`src/rtl/n_bin_accumulator.sv`:
```
// Integrates BINS consecutive FFT bin magnitudes over 2^avg_log2 frames with saturating sums.
// Result is double-buffered behind a valid/ready register; a result closing while one is held is dropped.
module n_bin_accumulator #(
  parameter int N         = 16,
  parameter int BINS      = 4,
  parameter int SUM_WIDTH = 24,
  parameter int FFT_LEN   = 1024
) (
  input  logic                            clk,
  input  logic                            areset_n,
  input  logic [N-1:0]                    in_data,
  input  logic                            fft_valid,
  input  logic                            fft_sof,
  input  logic [$clog2(FFT_LEN)-1:0]      bin_offset,
  input  logic [3:0]                      avg_log2,
  output logic [BINS-1:0][SUM_WIDTH-1:0]  out_data,
  output logic                            out_valid,
  input  logic                            out_ready,
  output logic                            overrun,
  output logic                            frame_err
);
  localparam int OW = $clog2(FFT_LEN);
  localparam int IW = OW + 1;
  localparam logic [IW-1:0] MAX_OFF = IW'(FFT_LEN - BINS);
  localparam logic [IW-1:0] LEN_I   = IW'(FFT_LEN);

  typedef enum logic [1:0] {IDLE, COLLECT, SKIP} state_t;

  state_t                         state;
  logic [IW-1:0]                  idx;
  logic [IW-1:0]                  off_q;
  logic [3:0]                     avg_q;
  logic [15:0]                    frm_cnt;
  logic [BINS-1:0][SUM_WIDTH-1:0] acc;
  logic [BINS-1:0][SUM_WIDTH-1:0] acc_nxt;

  logic          open_win, capture, hit, last, close;
  logic [IW-1:0] off_in, eff_off, cur_idx, rel, idx_nxt;
  logic [3:0]    eff_avg;
  logic [15:0]   cnt_base, cnt_inc;

  function automatic logic [SUM_WIDTH-1:0] sat_add(input logic [SUM_WIDTH-1:0] a,
                                                   input logic [N-1:0] b);
    logic [SUM_WIDTH:0] s;
    s = {1'b0, a} + (SUM_WIDTH+1)'(b);
    return s[SUM_WIDTH] ? '1 : s[SUM_WIDTH-1:0];
  endfunction

  assign off_in = ({1'b0, bin_offset} > MAX_OFF) ? MAX_OFF : {1'b0, bin_offset};

  // The sof sample itself is index 0; the window-opening sof uses the live parameters
  // and a cleared accumulator base so its contribution loads rather than adds.
  always_comb begin
    open_win = fft_valid && fft_sof && (state == IDLE);
    eff_off  = open_win ? off_in : off_q;
    eff_avg  = open_win ? avg_log2 : avg_q;
    capture  = fft_valid && (fft_sof || (state == COLLECT));
    cur_idx  = fft_sof ? '0 : idx;
    rel      = cur_idx - eff_off;
    hit      = capture && (cur_idx >= eff_off) && (cur_idx < eff_off + IW'(BINS));
    last     = hit && (rel == IW'(BINS - 1));
    cnt_base = open_win ? '0 : frm_cnt;
    cnt_inc  = cnt_base + 16'd1;
    close    = last && (cnt_inc == (16'd1 << eff_avg));
    idx_nxt  = (cur_idx >= LEN_I) ? LEN_I : cur_idx + IW'(1);
    for (int k = 0; k < BINS; k++) begin
      acc_nxt[k] = open_win ? '0 : acc[k];
      if (hit && (rel == IW'(k))) acc_nxt[k] = sat_add(acc_nxt[k], in_data);
    end
  end

  always_ff @(posedge clk or negedge areset_n) begin
    if (!areset_n) begin
      state     <= IDLE;
      idx       <= '0;
      off_q     <= '0;
      avg_q     <= '0;
      frm_cnt   <= '0;
      acc       <= '0;
      out_data  <= '0;
      out_valid <= 1'b0;
      overrun   <= 1'b0;
      frame_err <= 1'b0;
    end else begin
      if (fft_valid) idx <= idx_nxt;
      if (open_win) begin
        off_q <= off_in;
        avg_q <= avg_log2;
      end
      if (capture) begin
        acc     <= acc_nxt;
        frm_cnt <= close ? '0 : (last ? cnt_inc : cnt_base);
      end

      if (close)        state <= IDLE;
      else if (last)    state <= SKIP;
      else if (capture) state <= COLLECT;

      // A sof while still collecting means the previous frame was short.
      if (fft_valid && fft_sof && (state == COLLECT)) frame_err <= 1'b1;

      if (close && out_valid && !out_ready) begin
        overrun <= 1'b1;
      end else if (close) begin
        out_data  <= acc_nxt;
        out_valid <= 1'b1;
      end else if (out_valid && out_ready) begin
        out_valid <= 1'b0;
      end
    end
  end
endmodule

```
`config.mk`:
```
export PLATFORM = sky130hd
export DESIGN_NAME = n_bin_accumulator
export DESIGN_NICKNAME = d
export VERILOG_FILES = /design/src/rtl/n_bin_accumulator.sv
export SDC_FILE = /design/constraint.sdc
export NUM_CORES = 1
export LEC_CHECK = 0
export CORE_ASPECT_RATIO = 0.75
export CORE_MARGIN = 4
export CORE_UTILIZATION = 43
export CTS_BUF_LIST = sky130_fd_sc_hd__clkbuf_4
export DETAILED_ROUTE_END_ITERATION = 10
export SYNTH_ARGS = -nofsm -noshare
export SYNTH_HDL_FRONTEND = slang
export SYNTH_SLANG_ARGS = --single-unit
```
`constraint.sdc`:
```
create_clock -name clk -period 12.8 [get_ports clk]
set_input_delay 2.56 -clock clk [delete_from_list [all_inputs] [get_ports clk]]
set_output_delay 2.56 -clock clk [all_outputs]
set_load 0.01 [all_outputs]
```
==> flow_summary.ini, run 1 <==
[power_and_ir_drop]
peakVddDrop_uv = 60.0
leakage_nw = 8.50
p_per_area_nw_per_um2 = 95.1

[sta]
min_period_ns = 8.67
finalClockSkew_ns = 0.0288
finalHoldViolCount = 0
setup_tns_ns = 0
rsz0062_at_grt = no
worst_slew_pin_slew_ns = 1.27
slew_headroom_pct = 15.1
maxSlewViolCount = 0
setup_violations = 0
post-route-period-util_pct = 67.7
max_freq_ghz = 0.115
holdWs_ns = 0.472

[die]
row_count = 59
fp.dieW_um = 227
pin_count = 134
die_y_um = 172
core-area_um2 = 35100
die-area_um2 = 39200
initial_utilization_pct = 44.1

[route]
vias_per_cell = 5.72
detail_route.first_pass.iterations = 5
vias = 13400
wl_um = 42900
drc = 0
wl_per_cell_um = 18.3
ant_nets = 0
drt_iter0_drc = 1073

[global_route]
grt_pass1_wl_um = 69000
grtUsageTotal_pct = 21.8
grt_antenna_before_repair = 3
grt_pass1_vias = 13200
grt_max_degree = 146
gr-total-overflow = 0

[worst_setup_path]
path_max_fanout = 49
cp_data_arrival_time_ns = 9.31
required_ns = 13.44
cp-end-kind = register
crit_path_start_kind = input pin
worstSetupPathType = in -> reg

[placed_design]
dp_hpwl_um = 30600
gp_congestion = 0.929
dp.cells = 2230
io_buffers = 133

[clock_network]
post_cts_buffers = 0
cts_buffer_depth = 3
cts_tree = built
h-tree-depth = 3
cts_buffers = 66
cts.repair.resized = 0
path_clk_slew_ns = 0.06
clock_sinks = 239
cts-root-buf = clkbuf_4
clock_latency_ns = 0.74
hold_buffers = 0

[yosys]
synth-xor-area-share_pct = 4.12
synthFlopType = dfrtp_1
synth.distinct_cells = 84
yosys_warnings = 0
synth-simple-area-share_pct = 21.8
synth_seq_cells = 239
syn_area_um2 = 15500
synth.avg_cell_area_um2 = 9.07
yosys.area_share.adder_pct = 7.62
ys_seq_area_share_pct = 38.6
synthMuxAreaShare_pct = 7.29
synth-compound-area-share_pct = 17.0
async_flop_share_pct = 100
synthCells = 1710
syn_nets = 1837
synth_edf_count = 0
synth_top_family_by_area = simple AND/OR/NAND/NOR gates

[layout]
final_common_cell = dfrtp_1
finalNonFillerCells = 2336
area_growth_syn_to_layout_pct = 16.0
final_cell_mix = 239 x dfrtp_1, 178 x nand2_1, 132 x clkdlybuf4s50_1, 111 x nor2_1, 102 x o21ai_0
drive_gt1_share_pct = 11.6
final_nets = 1968

[run_status]
status = completed

[worst_hold_path]
hold_class = reg -> reg

[run]
maxCapViolations = 0
[state kept, by name (all words and copies together), names as in the netlist]
| signal | count |
|---|---|
| off_q | 11 |
| out_data | 96 |
| frame_err | 1 |
| state | 2 |
| idx | 11 |
| acc | 96 |
| out_valid | 1 |
| overrun | 1 |
| avg_q | 4 |
| frm_cnt | 16 |
[power breakdown]
| group | switching, mW | leakage, nW | internal (mW) |
|---|---|---|---|
| Combinational | 0.158 | 4.75 | 0.0980 |
| Clock | 0.318 | 0.462 | 0.352 |
| Sequential | 0.0180 | 3.29 | 0.766 |
[cell usage after synthesis, types with 18 or more instances]
cell type,number,share of area [%]
clkbuf_1,65,1.6
xor2_1,33,1.9
ha_1,88,7.1
nor4_1,18,0.73
nand2b_1,43,1.7
a21boi_0,18,0.87
o21ai_0,102,3.3
nand3_1,51,1.6
a21oi_1,92,3.0
nand4_1,25,1.0
inv_1,63,1.5
mux2_2,79,5.7
nor3_1,46,1.5
mux2i_1,23,1.5
a21o_1,22,1.1
nor2b_1,27,1.1
nand2_1,178,4.3
xnor2_1,40,2.3
a31oi_1,18,0.73
dfrtp_1,239,39
nor2_1,111,2.7
and2_1,64,2.6
[cells by family (layout without fill, tap and decap cells)]
family,after synthesis,after routing
AND/OR/NAND/NOR,654,654
AO/OA/AOI/OAI,404,404
flip-flops,239,239
buffers and inverters,145,311
multiplexers,103,103
adder cells (fa/ha/maj),92,92
XOR/XNOR,73,73
other,0,3
[area by class of cell]
| class | count | area, um^2 |
|---|---|---|
| Multi-Input combinational cell | 1326 | 8980 |
| Clock inverter | 9 | 60.1 |
| Clock buffer | 94 | 706 |
| Timing Repair Buffer | 145 | 1440 |
| Antenna cell | 3 | 7.51 |
| Fill cell | 3323 | 17200 |
| Inverter | 63 | 236 |
| Sequential cell | 239 | 5980 |
| Tap cell | 457 | 572 |
[routing by layer]
layer	vias up	track usage, %	share of wire, %
met5	-	0	0
met4	0	6.10	2.1
met3	74	5.36	6.2
met2	382	33.4	43
met1	6451	31.1	49
li1	6452	-	-
[path summary, 6_finish.rpt]
| path | start | end | slack, ns | depth (start not counted) |
|---|---|---|---|---|
| worst max-delay path | fft_sof | acc[21] | 4.13 | 16 |
| worst min-delay path | frame_err | frame_err | 0.47 | 1 |
| worst max register to register | state[1] | acc[21] | 6.68 | 15 |
| worst min register to register | frame_err | frame_err | 0.47 | 1 |
| max in group asynchronous | areset_n | acc[51] | 9.69 | 2 |
| min in group asynchronous | areset_n | out_data[35] | 1.84 | 1 |
[critical path, cell delays in order]
cell and delay, ns:
clkdlybuf4s50_1 1.09, nand4bb_4 0.77, buf_4 0.52, mux2i_1 0.24, or3_1 0.46, xnor2_1 0.15
ha_1 0.32, a211oi_1 0.23, nor2_1 0.08, nor4_1 0.24, o2111ai_1 0.18, or4_4 0.57
or4_1 0.90, nor2b_1 0.50, nand3_1 0.30, nand2_1 0.14
[per-stage QoR]
stage / utilization (%) / cell area, um^2 / worst slack (ns) / total power, mW
2_1_floorplan: - / 15500 / 4.66 / 0.970
3_3_place_gp: 49.0 / 17200 / 3.57 / 1.05
3_5_place_dp: 49.0 / 17200 / 3.44 / 1.05
4_1_cts: 51.2 / 18000 / 4.20 / 1.74
5_1_grt: 51.2 / 18000 / 3.75 / 1.81
6_report: 51.2 / 18000 / 4.13 / 1.71
Note: power is estimated with default switching activity, not from simulation.
==> inputs of run 2 (changes only) <==
Clock period 12.8 ns to 7.8 ns, I/O delays scaled along.
==> run 2 against run 1 <==
Compared with the run above: combinational power up 68%; register-to-register slack worse by 4.5 ns; die area unchanged; non-clock buffer count is 7 higher; power up 72%; sequential power rose by 65%; global-route usage is 0.44 points higher; first-iteration DRC count is 6.8% lower; routed wire length up 1.9%; hold slack got worse by 0.0057 ns; via count is essentially flat; sequential cell count stayed put; critical path type unchanged; critical endpoint is now acc[19]; largest cell class unchanged; largest power group unchanged.
==> flow_summary.ini, run 2 (synthesis results as in run 1) <==
[global_route]
grt_pass1_vias = 13000
grt_max_degree = 138
grtUsageTotal_pct = 22.3
grt_pass1_wl_um = 69700
grt_antenna_before_repair = 1
gr-total-overflow = 0

[clock_network]
cts_tree = built
path_clk_slew_ns = 0.07
cts_buffers = 67
cts.repair.resized = 0
h-tree-depth = 3
clock_latency_ns = 0.74
cts_buffer_depth = 3
clock_sinks = 239
cts-root-buf = clkbuf_4
post_cts_buffers = 0
hold_buffers = 0

[die]
die-area_um2 = 39200
row_count = 59
core-area_um2 = 35100
die_y_um = 172
fp.dieW_um = 227
initial_utilization_pct = 44.1
pin_count = 134

[sta]
worst_slack_ns = 1.22
finalClockSkew_ns = 0.0403
setup_tns_ns = 0
setup_violations = 0
worst_slew_pin_slew_ns = 1.02
slew_headroom_pct = 31.7
maxSlewViolCount = 0
holdWs_ns = 0.466
finalHoldViolCount = 0
max_freq_ghz = 0.152
min_period_ns = 6.58
rsz0062_at_grt = no
post-route-period-util_pct = 84.4

[worst_setup_path]
worstSetupEndpoint = acc[19]
rr_worst_depth = 17
r2r_setup_slack_ns = 2.21
crit_path_start_kind = input pin
crit_start = fft_valid
worstSetupPathType = in -> reg
path_max_fanout = 26
r2r_start = state[1]
r2r-end = acc[19]
required_ns = 8.45
cp_data_arrival_time_ns = 7.23
cp-end-kind = register

[worst_hold_path]
hold_class = reg -> reg
hold_depth = 1
min_from = frame_err

[power_and_ir_drop]
p_sw_uw = 852
leakage_nw = 8.61
clkPwrFrac_pct = 41.8
p_comb_share_pct = 14.6
power_frac_seq_pct = 43.6
p_per_area_nw_per_um2 = 162
p_int_mw = 2.10
peakVddDrop_uv = 102
switching_share_pct = 28.9

[layout]
final_common_cell = dfrtp_1
final_cell_mix = 239 x dfrtp_1, 178 x nand2_1, 132 x clkdlybuf4s50_1, 111 x nor2_1, 102 x o21ai_0
area_growth_syn_to_layout_pct = 17.1
largest_registers = acc: 96 flops, out_data: 96 flops, frm_cnt: 16 flops
drive_gt1_share_pct = 12.3
fin_util_pct = 51.7
final_nets = 1976

[run]
maxCapViolations = 0

[placed_design]
place_ws_ns = 0.509
gp_congestion = 0.861
dp_hpwl_um = 30600
io_buffers = 133

[route]
detail_route.first_pass.iterations = 5
vias = 13400
vias_per_cell = 5.68
wl_per_cell_um = 18.6
drt_iter0_drc = 1000
ant_nets = 0
wl_um = 43700
drc = 0

[run_status]
status = completed
[run 2: cell types whose count changed in the layout (fill, tap and decap cells not counted), sizes merged]
| cell | change |
|---|---|
| buf | +7 |
| bufinv | +2 |
| clkbuf | +5 |
| diode | -2 |
| clkinv | +3 |
[run 2: cell type report]
class | instances | area [um^2]
fill | 3310 | 17000
multi-input combinational | 1326 | 8980
sequential | 239 | 5980
timing repair buffer | 152 | 1520
clock buffer | 99 | 743
tap | 457 | 572
inverter | 63 | 236
clock inverter | 14 | 134
antenna | 1 | 2.50
[run 2: how the worst min path moves through the flow]
stage / end / slack, ns
final: frame_err / 0.47
after global routing: frame_err / 0.48
after CTS: frame_err / 0.47
after detailed placement: frame_err / 0.46
after global placement: overrun / 0.46
after floorplan: off_q[6] / 0.46
[run 2: power groups by stage]
stage | clock [mW] | combinational [mW] | sequential [mW]
2_1_floorplan | 0 | 0.300 | 1.29
3_5_place_dp | 0 | 0.423 | 1.31
6_report | 1.23 | 0.431 | 1.29
4_1_cts | 1.28 | 0.426 | 1.29
3_3_place_gp | 0 | 0.420 | 1.31
5_1_grt | 1.35 | 0.478 | 1.29
[run 2: routing by layer]
| metal | GRT usage (%) | wire, um |
|---|---|---|
| met4 | 7.39 | 1130 |
| met1 | 32.9 | 21500 |
| met3 | 5.36 | 2840 |
| met2 | 32.1 | 18200 |
| met5 | 0 | 0 |
[run 2: worst max-delay path, stage by stage]
cell,delay (ns)
clkdlybuf4s50_1,0.53
buf_4,0.27
and4bb_2,0.33
nand2_1,0.07
and2_1,0.19
inv_1,0.08
nand3_1,0.10
or3_1,0.36
xnor2_1,0.15
ha_1,0.31
a211oi_1,0.24
nor2_1,0.09
nor4_1,0.26
o2111ai_1,0.18
or4_4,0.58
or4_1,0.94
nor2b_1,0.53
nand3_1,0.29
nand2_1,0.15
[run 2: stage by stage]
stage                     cell area [um^2]  total power, mW  instances
after global placement               17300             1.73       2237
after detailed placement             17300             1.73       2237
after floorplan                      15500             1.59       1710
final                                18200             2.95       2351
after CTS                            18200             3.00       2350
after global routing                 18200             3.12       2351
==> inputs of run 3 (changes only) <==
Clock period 7.8 ns to 6.2 ns, I/O delays scaled along.
==> run 3 against run 2 <==
Compared with the run above: power up 22%; setup slack worse by 0.84 ns; via count rose by 2.5%; global-route usage is 0.41 points higher; sequential cell count unchanged; hold slack better by 0.0098 ns; critical endpoint is now out_data[47].
==> flow_summary.ini, run 3 (synthesis results as in run 1) <==
[sta]
worst_slew_pin_slew_ns = 0.863
setup_violations = 0
maxSlewViolCount = 0
finalClockSkew_ns = 0.0822
min_period_ns = 5.82
post-route-period-util_pct = 93.9
finalHoldViolCount = 0
rsz0062_at_grt = no
slew_headroom_pct = 41.8
max_freq_ghz = 0.172

[placed_design]
gp_congestion = 0.903
dp.cells = 2301
placed_area_um2 = 17800
dp_hpwl_um = 32300
io_buffers = 133

[global_route]
grt_max_degree = 148
grt_pass1_vias = 13300
grt_antenna_before_repair = 3
gr-total-overflow = 0
grt_pass1_wl_um = 71200
grtUsageTotal_pct = 22.7

[layout]
drive_gt1_share_pct = 14.8
finalNonFillerCells = 2414
final_common_cell = dfrtp_1
finalInstanceArea_um2 = 18600
area_growth_syn_to_layout_pct = 20.0
largest_registers = acc: 96 flops, out_data: 96 flops, frm_cnt: 16 flops
final_cell_mix = 239 x dfrtp_1, 178 x nand2_1, 132 x clkdlybuf4s50_1, 111 x nor2_1, 102 x o21ai_0
final_nets = 2039

[route]
wl_um = 44200
detail_route.first_pass.iterations = 5
drt_iter0_drc = 1021
wl_per_cell_um = 18.3
vias_per_cell = 5.67
vias = 13700
ant_nets = 0
drc = 0

[die]
core-area_um2 = 35100
row_count = 59
initial_utilization_pct = 44.1
fp.dieW_um = 227
die-area_um2 = 39200
pin_count = 134
die_y_um = 172

[clock_network]
cts_tree = built
cts_buffers = 66
cts-root-buf = clkbuf_4
hold_buffers = 0
cts_buffer_depth = 3
path_clk_slew_ns = 0.06
clock_latency_ns = 0.76
post_cts_buffers = 0
h-tree-depth = 3
cts.repair.resized = 0
clock_sinks = 239

[worst_setup_path]
required_ns = 6.77
cp_data_arrival_time_ns = 6.39
worstSetupPathType = in -> reg
crit_path_start_kind = input pin
cp-end-kind = register
path_max_fanout = 15

[power_and_ir_drop]
peakVddDrop_uv = 128
clkPwrFrac_pct = 39.5
switching_share_pct = 30.1
p_comb_share_pct = 15.6
p_per_area_nw_per_um2 = 194
leakage_nw = 8.88
power_frac_seq_pct = 44.9
p_sw_mw = 1.08
p_int_mw = 2.52

[run_status]
status = completed

[worst_hold_path]
hold_class = reg -> reg

[run]
maxCapViolations = 0
run 3: changes by cell type in the layout (fill, tap and decap cells not counted), moves of 2 or more:
cell	change
buf_12	+3
buf_4	+61
bufinv_16	-2
clkbuf_4	-9
clkinv_1	+5
clkinv_4	+2
inv_2	+2
run 3: per-stage QoR:
stage / setup TNS (ns) / util, % / hold WS (ns) / worst slack [ns] / total power [mW]
finish: 0 / 52.9 / 0.476 / 0.380 / 3.61
global route: 0 / 52.9 / 0.484 / 0.187 / 3.81
CTS: 0 / 52.9 / 0.479 / 0.561 / 3.66
detailed placement: -9.91 / 50.7 / 0.459 / -0.214 / 2.21
global placement: -0.420 / 50.7 / 0.456 / -0.0635 / 2.20
floorplan: 0 / - / 0.461 / 0.00323 / 2.00
run 3: path summary, 6_finish.rpt:
check / startpoint / end / slack, ns / depth (start not counted)
max in group asynchronous: areset_n / out_data[89] / 4.42 / 2
hold / removal: frame_err / frame_err / 0.48 / 1
min in group asynchronous: areset_n / acc[34] / 0.53 / 1
setup reg to reg: state[1] / out_data[47] / 0.94 / 19
setup / recovery: fft_sof / out_data[47] / 0.38 / 19
hold reg to reg: frame_err / frame_err / 0.48 / 1
run 3: power groups by stage:
stage / Combinational, mW / Sequential [mW] / Clock, mW
after detailed placement: 0.557 / 1.65 / 0
after global placement: 0.555 / 1.65 / 0
final: 0.564 / 1.62 / 1.43
after CTS: 0.561 / 1.62 / 1.48
after global routing: 0.628 / 1.62 / 1.56
after floorplan: 0.377 / 1.62 / 0
run 3: critical path, cell delays in order:
cell and delay, ns:
clkdlybuf4s50_1 0.56, and4bb_2 0.32, nand2_1 0.07, and2_1 0.16
nor3_1 0.29, nand3_1 0.17, nor3_1 0.28, xnor2_1 0.16
ha_1 0.26, o21ai_0 0.16, nor2_1 0.06, nor4_1 0.39
o2111ai_1 0.18, or4_4 0.54, or4_1 0.50, buf_4 0.22
nor4_1 0.38, mux2i_1 0.33, o21ai_0 0.11
run 3: area by class of cell:
class,count,area (um^2)
clock inverters,21,120
well taps,457,572
repair buffers,216,2030
flip-flops and latches,239,5980
clock buffers,90,676
fillers,3318,16500
multi-input cells,1326,8980
diodes,2,5.00
inverters,63,236
run 3: routing by layer:
layer | global-route usage, % | up-vias | share of wire (%) | routed length [um]
li1 | - | 6612 | - | -
met1 | 33.7 | 6581 | 49 | 21600
met2 | 33.7 | 426 | 43 | 18900
met3 | 5.04 | 67 | 6.4 | 2840
met4 | 5.65 | 0 | 1.9 | 855
met5 | 0 | - | 0 | 0
